==> src/rtl/key_pkg.sv <==
// Shared definitions for the front-panel key scheduler: FSM encoding and default timing.
package key_pkg;

    typedef enum logic {
        S_IDLE  = 1'b0,
        S_VALID = 1'b1
    } key_state_t;

    localparam int KEY_TICK_DIV   = 500000;
    localparam int KEY_STABLE_CNT = 4;

endpackage

==> src/rtl/key_debounce_lane.sv <==
// One key lane: 2-flop synchronizer, tick-sampled history, debounced level and press pulse.
module key_debounce_lane #(
    parameter int STABLE_CNT = 4
) (
    input  logic clk,
    input  logic rst_n,
    input  logic tick,
    input  logic key,
    output logic level,
    output logic press
);

    logic                  sync1;
    logic                  sync2;
    logic                  level_prev;
    logic [STABLE_CNT-1:0] hist;
    logic [STABLE_CNT-1:0] hist_next;

    assign hist_next = {hist[STABLE_CNT-2:0], sync2};

    // NOTE: the synchronizer and history are cleared by reset as well, so a key held
    // through reset must collect a full run of fresh samples before level rises.
    always_ff @(posedge clk) begin
        if (!rst_n) begin
            sync1      <= 1'b0;
            sync2      <= 1'b0;
            hist       <= '0;
            level      <= 1'b0;
            level_prev <= 1'b0;
        end else begin
            sync1      <= key;
            sync2      <= sync1;
            level_prev <= level;
            if (tick) begin
                hist <= hist_next;
                if (&hist_next) begin
                    level <= 1'b1;
                end else if (~|hist_next) begin
                    level <= 1'b0;
                end
            end
        end
    end

    // Rising edge of the debounced level only; releases are not events.
    assign press = level & ~level_prev;

endmodule

==> src/rtl/key_cmd_scheduler.sv <==
// Debounces N keys, queues one press per key and issues them by fixed priority on a
// valid/ready command channel; also keeps a per-key toggle and a sticky coalesce flag.
module key_cmd_scheduler
    import key_pkg::*;
#(
    parameter int N_KEYS     = 4,
    parameter int TICK_DIV   = KEY_TICK_DIV,
    parameter int STABLE_CNT = KEY_STABLE_CNT,
    parameter int IDW        = (N_KEYS > 1) ? $clog2(N_KEYS) : 1
) (
    input  logic              clk,
    input  logic              rst_n,
    input  logic [N_KEYS-1:0] key,
    input  logic              cmd_ready,
    output logic              cmd_valid,
    output logic [IDW-1:0]    cmd_id,
    output logic [N_KEYS-1:0] level,
    output logic [N_KEYS-1:0] tog,
    output logic [N_KEYS-1:0] drop
);

    localparam int CW = $clog2(TICK_DIV);

    logic [CW-1:0]     tick_cnt;
    logic              tick;
    logic [N_KEYS-1:0] press;
    logic [N_KEYS-1:0] pend;
    logic [N_KEYS-1:0] clr;
    logic [IDW-1:0]    grant_id;
    logic              accept;
    key_state_t        state;

    assign tick = (tick_cnt == CW'(TICK_DIV - 1));

    always_ff @(posedge clk) begin
        if (!rst_n) begin
            tick_cnt <= '0;
        end else if (tick) begin
            tick_cnt <= '0;
        end else begin
            tick_cnt <= tick_cnt + 1'b1;
        end
    end

    for (genvar k = 0; k < N_KEYS; k++) begin : g_lane
        key_debounce_lane #(
            .STABLE_CNT(STABLE_CNT)
        ) u_lane (
            .clk  (clk),
            .rst_n(rst_n),
            .tick (tick),
            .key  (key[k]),
            .level(level[k]),
            .press(press[k])
        );
    end

    // NOTE: every always_comb output gets a default before the loop, so no latch is inferred.
    always_comb begin
        grant_id = '0;
        for (int i = N_KEYS - 1; i >= 0; i--) begin
            if (pend[i]) begin
                grant_id = IDW'(i);
            end
        end
    end

    assign accept = (state == S_VALID) && cmd_ready;

    always_comb begin
        clr = '0;
        for (int i = 0; i < N_KEYS; i++) begin
            clr[i] = accept && (cmd_id == IDW'(i));
        end
    end

    // A press landing on the same cycle as its own clear re-queues rather than coalescing.
    always_ff @(posedge clk) begin
        if (!rst_n) begin
            pend <= '0;
            drop <= '0;
            tog  <= '0;
        end else begin
            pend <= (pend & ~clr) | press;
            drop <= drop | (press & pend & ~clr);
            tog  <= tog ^ clr;
        end
    end

    always_ff @(posedge clk) begin
        if (!rst_n) begin
            state     <= S_IDLE;
            cmd_valid <= 1'b0;
            cmd_id    <= '0;
        end else begin
            case (state)
                S_IDLE: begin
                    if (|pend) begin
                        cmd_id    <= grant_id;
                        cmd_valid <= 1'b1;
                        state     <= S_VALID;
                    end
                end
                S_VALID: begin
                    if (cmd_ready) begin
                        cmd_valid <= 1'b0;
                        state     <= S_IDLE;
                    end
                end
                default: begin
                    cmd_valid <= 1'b0;
                    state     <= S_IDLE;
                end
            endcase
        end
    end

endmodule

==> config.mk <==
export PLATFORM = sky130hd
export DESIGN_NAME = key_cmd_scheduler
export DESIGN_NICKNAME = d
export VERILOG_FILES = /design/src/rtl/key_pkg.sv /design/src/rtl/key_debounce_lane.sv /design/src/rtl/key_cmd_scheduler.sv
export SDC_FILE = /design/constraint.sdc
export NUM_CORES = 1
export LEC_CHECK = 0
export ABC_AREA = 1
export CELL_PAD_IN_SITES_DETAIL_PLACEMENT = 1
export CELL_PAD_IN_SITES_GLOBAL_PLACEMENT = 1
export CORE_UTILIZATION = 41
export DETAILED_ROUTE_END_ITERATION = 6
export HOLD_SLACK_MARGIN = 0.06
export PLACE_DENSITY = 0.89
export SLEW_MARGIN = 5
export SYNTH_ARGS = -nofsm -noshare
export SYNTH_HDL_FRONTEND = slang
export SYNTH_SLANG_ARGS = --single-unit
export TNS_END_PERCENT = 30
==> constraint.sdc <==
create_clock -name clk -period 1.9 [get_ports clk]
set_input_delay 0.57 -clock clk [delete_from_list [all_inputs] [get_ports clk]]
set_output_delay 0.57 -clock clk [all_outputs]
set_load 0.1 [all_outputs]
==> reports/metrics.yaml <==
outcome: "finished, final reports clean"
dp_hpwl_um: 4910
end_kind: "flip-flop"
post_drt_wl_per_cell_um: 13.6
required_ns: 2.19
critical_path_arrival_ns: 1.88
p_sw_mw: 0.587
yosys_most_used_dff: "dfxtp_1"
utilization_pct: 53.5
postCtsResizedCells: 0
io_pins: 22
p_leak_nw: 1.46
ant_nets: 0
hold_class: "reg2reg"
cp_max_fo: 16
report.final.slew_viol_count: 0
grt_pass1_wl_um: 11800
worst_pin_slew_ns: 0.632
ys_seq_elements: 63
crit_type: "reg2reg"
power-per-cell-area_nw_per_um2: 807
p_total_mw: 2.76
dieArea_um2: 7000
dr_total_vias: 2464
async_reset_ff_share_pct: 0
post_cts_buffers: 0
drtIter0Drc: 78
antenna_found_initial: 0
grt_use_met2_pct: 36.9
core_um2: 6390
cts_tree: "done"
synth_warnings: 0
max_cap_violations: 0
clock.fmax_mhz: 629
port_buffers: 21
syn_nets: 396
cp-start-kind: "flip-flop"
cts_root_buffer: "clkbuf_8"
antenna_cells: 0
final.fill_count: 801
clockBufferDepth: 2
comb_power_share_pct: 2.7
gr-total-overflow: 0
chipWidth_um: 83.7
fin_crit_sh_pct: 83.7
rows: 29
htreeDepth: 3
grt_pass1_vias: 2541
clk_latency_ns: 0.35
routed_wirelength_um: 6800
finClkSkew_ns: 0.00306
dp.cells: 482
p_int_mw: 2.17
ir_drop_v: 0.000469
die_h_um: 83.7
nets: 424
met1_usage_pct: 25.7
route.detailed.drc: 0
synth.avg_cell_area_um2: 7.05
syn_area_um2: 2730
grt_start_max_net_pins: 22
area_growth_pct: 25.0
period_minus_slack_ns: 1.59
p_clk_share_pct: 48.6
synth_cell_type_count: 29
pwr-share-seq_pct: 48.6
synth-edff-count: 0
cts.clk_slew.worst_paths_ns: 0.07
yosys-top-cells-area: "dfxtp_1 46%, nand2_1 13%, nor2_1 9.3%"
cts_hold_buf: 0
layout-drive-gt1-share_pct: 13.5
clock-sinks: 63
rsz0062_at_grt: "false"
finalSetupViolations: 0
synth_most_common_cell: "nand2_1"
hold_violations: 0
cts_buffers: 9
layout.cells.non_filler: 498
synth_cells: 388
grt_busiest_layer: "met2"
synth_area_leader_cell: "dfxtp_1"
floorplan.initialDensity_pct: 42.8
grt_usage_pct: 21.6
slew_headroom_pct: 57.8
grtUsageMet3_pct: 4.35
yosysTopAreaCellShare_pct: 46.1
firstDrtPassIters: 4
final.setup.tns_ns: 0
ys_seq_area_share_pct: 46.1
gp_congestion: 0.859
swShare_pct: 21.2
drt-vias-per-instance: 4.95
synth_common_cells: "96 x nand2_1, 68 x nor2_1, 63 x dfxtp_1"
-- power by group through the flow --
stage / Combinational, mW / Sequential (mW) / Clock [mW]
after global placement: 0.0715 / 1.37 / 0
after global routing: 0.0848 / 1.34 / 1.44
after detailed placement: 0.0759 / 1.37 / 0
after CTS: 0.0764 / 1.34 / 1.37
final: 0.0752 / 1.34 / 1.34
after floorplan: 0.0416 / 1.37 / 0
-- through the flow --
stage,cell area (um^2),worst slack (ns),hold slack (ns)
2_1_floorplan,2730,0.223,0.390
6_report,3420,0.310,0.418
3_5_place_dp,3190,-0.00165,0.409
3_3_place_gp,3190,0.0769,0.393
4_1_cts,3420,0.290,0.426
5_1_grt,3420,0.177,0.439
-- state kept, by name (all words and copies together), names as in the netlist, 4 cells and up --
name / flops
tick_cnt: 19
g_lane.u_lane.hist: 12
drop: 4
g_lane.u_lane.level: 4
g_lane.u_lane.level_prev: 4
g_lane.u_lane.sync1: 4
g_lane.u_lane.sync2: 4
pend: 4
tog: 4
-- critical path: stages (launching register included) --
cell and delay (ns):
dfxtp_1 0.36, ha_1 0.22, nand3_2 0.12, buf_4 0.17, inv_1 0.08, nand3_2 0.14
nor2_8 0.23, nand3_1 0.13, nand2_1 0.09
-- logic make-up after synthesis --
| kind of cell | Yosys count | share of synthesized area [%] |
|---|---|---|
| buf+inv | 72 | 10.9 |
| flops | 63 | 46.1 |
| compound gates | 37 | 7.69 |
| fa+ha+maj | 1 | 0.458 |
| simple gates | 210 | 33.2 |
| xor+xnor | 5 | 1.60 |
-- cell type report --
type	count	area, um^2	share of cell area (%)
Sequential cell	63	1260	36.9
Multi-Input combinational cell	253	1170	34.4
Timing Repair Buffer	28	425	12.4
Inverter	61	229	6.70
Clock buffer	11	151	4.43
Tap cell	77	96.3	2.82
Clock inverter	5	80.1	2.34
-- cell usage in the layout (no fill, tap or decap), drive strengths merged, types with 2 or more instances in the layout --
cell type / Yosys / final
nand2: 97 / 97
nor2: 73 / 73
dfxtp: 63 / 63
inv: 61 / 61
nand3: 22 / 22
buf: 7 / 22
a21oi: 18 / 18
clkbuf: 4 / 11
nor3: 9 / 9
o21ai: 9 / 9
o21bai: 8 / 8
clkdlybuf4s50: 0 / 6
or2: 5 / 5
nand4: 4 / 4
xor2: 3 / 3
xnor2: 2 / 2
bufinv: 0 / 2
clkinvlp: 0 / 2
-- final timing paths --
path / start / end / slack, ns / cells after the start
setup reg to reg: tick_cnt[1] / g_lane[1].u_lane.level / 0.31 / 8
hold / removal: g_lane[0].u_lane.sync1 / g_lane[0].u_lane.sync2 / 0.42 / 2
setup / recovery: tick_cnt[1] / g_lane[1].u_lane.level / 0.31 / 8
hold reg to reg: g_lane[0].u_lane.sync1 / g_lane[0].u_lane.sync2 / 0.42 / 2
-- routing by layer --
layer	vias to the layer above	part of all wire (%)	wire length, um
li1	1237	-	-
met1	1181	45	3030
met2	35	51	3470
met3	11	2.8	192
met4	0	1.4	98
met5	-	0	0
No activity file was read; power rests on OpenSTA's default activity.
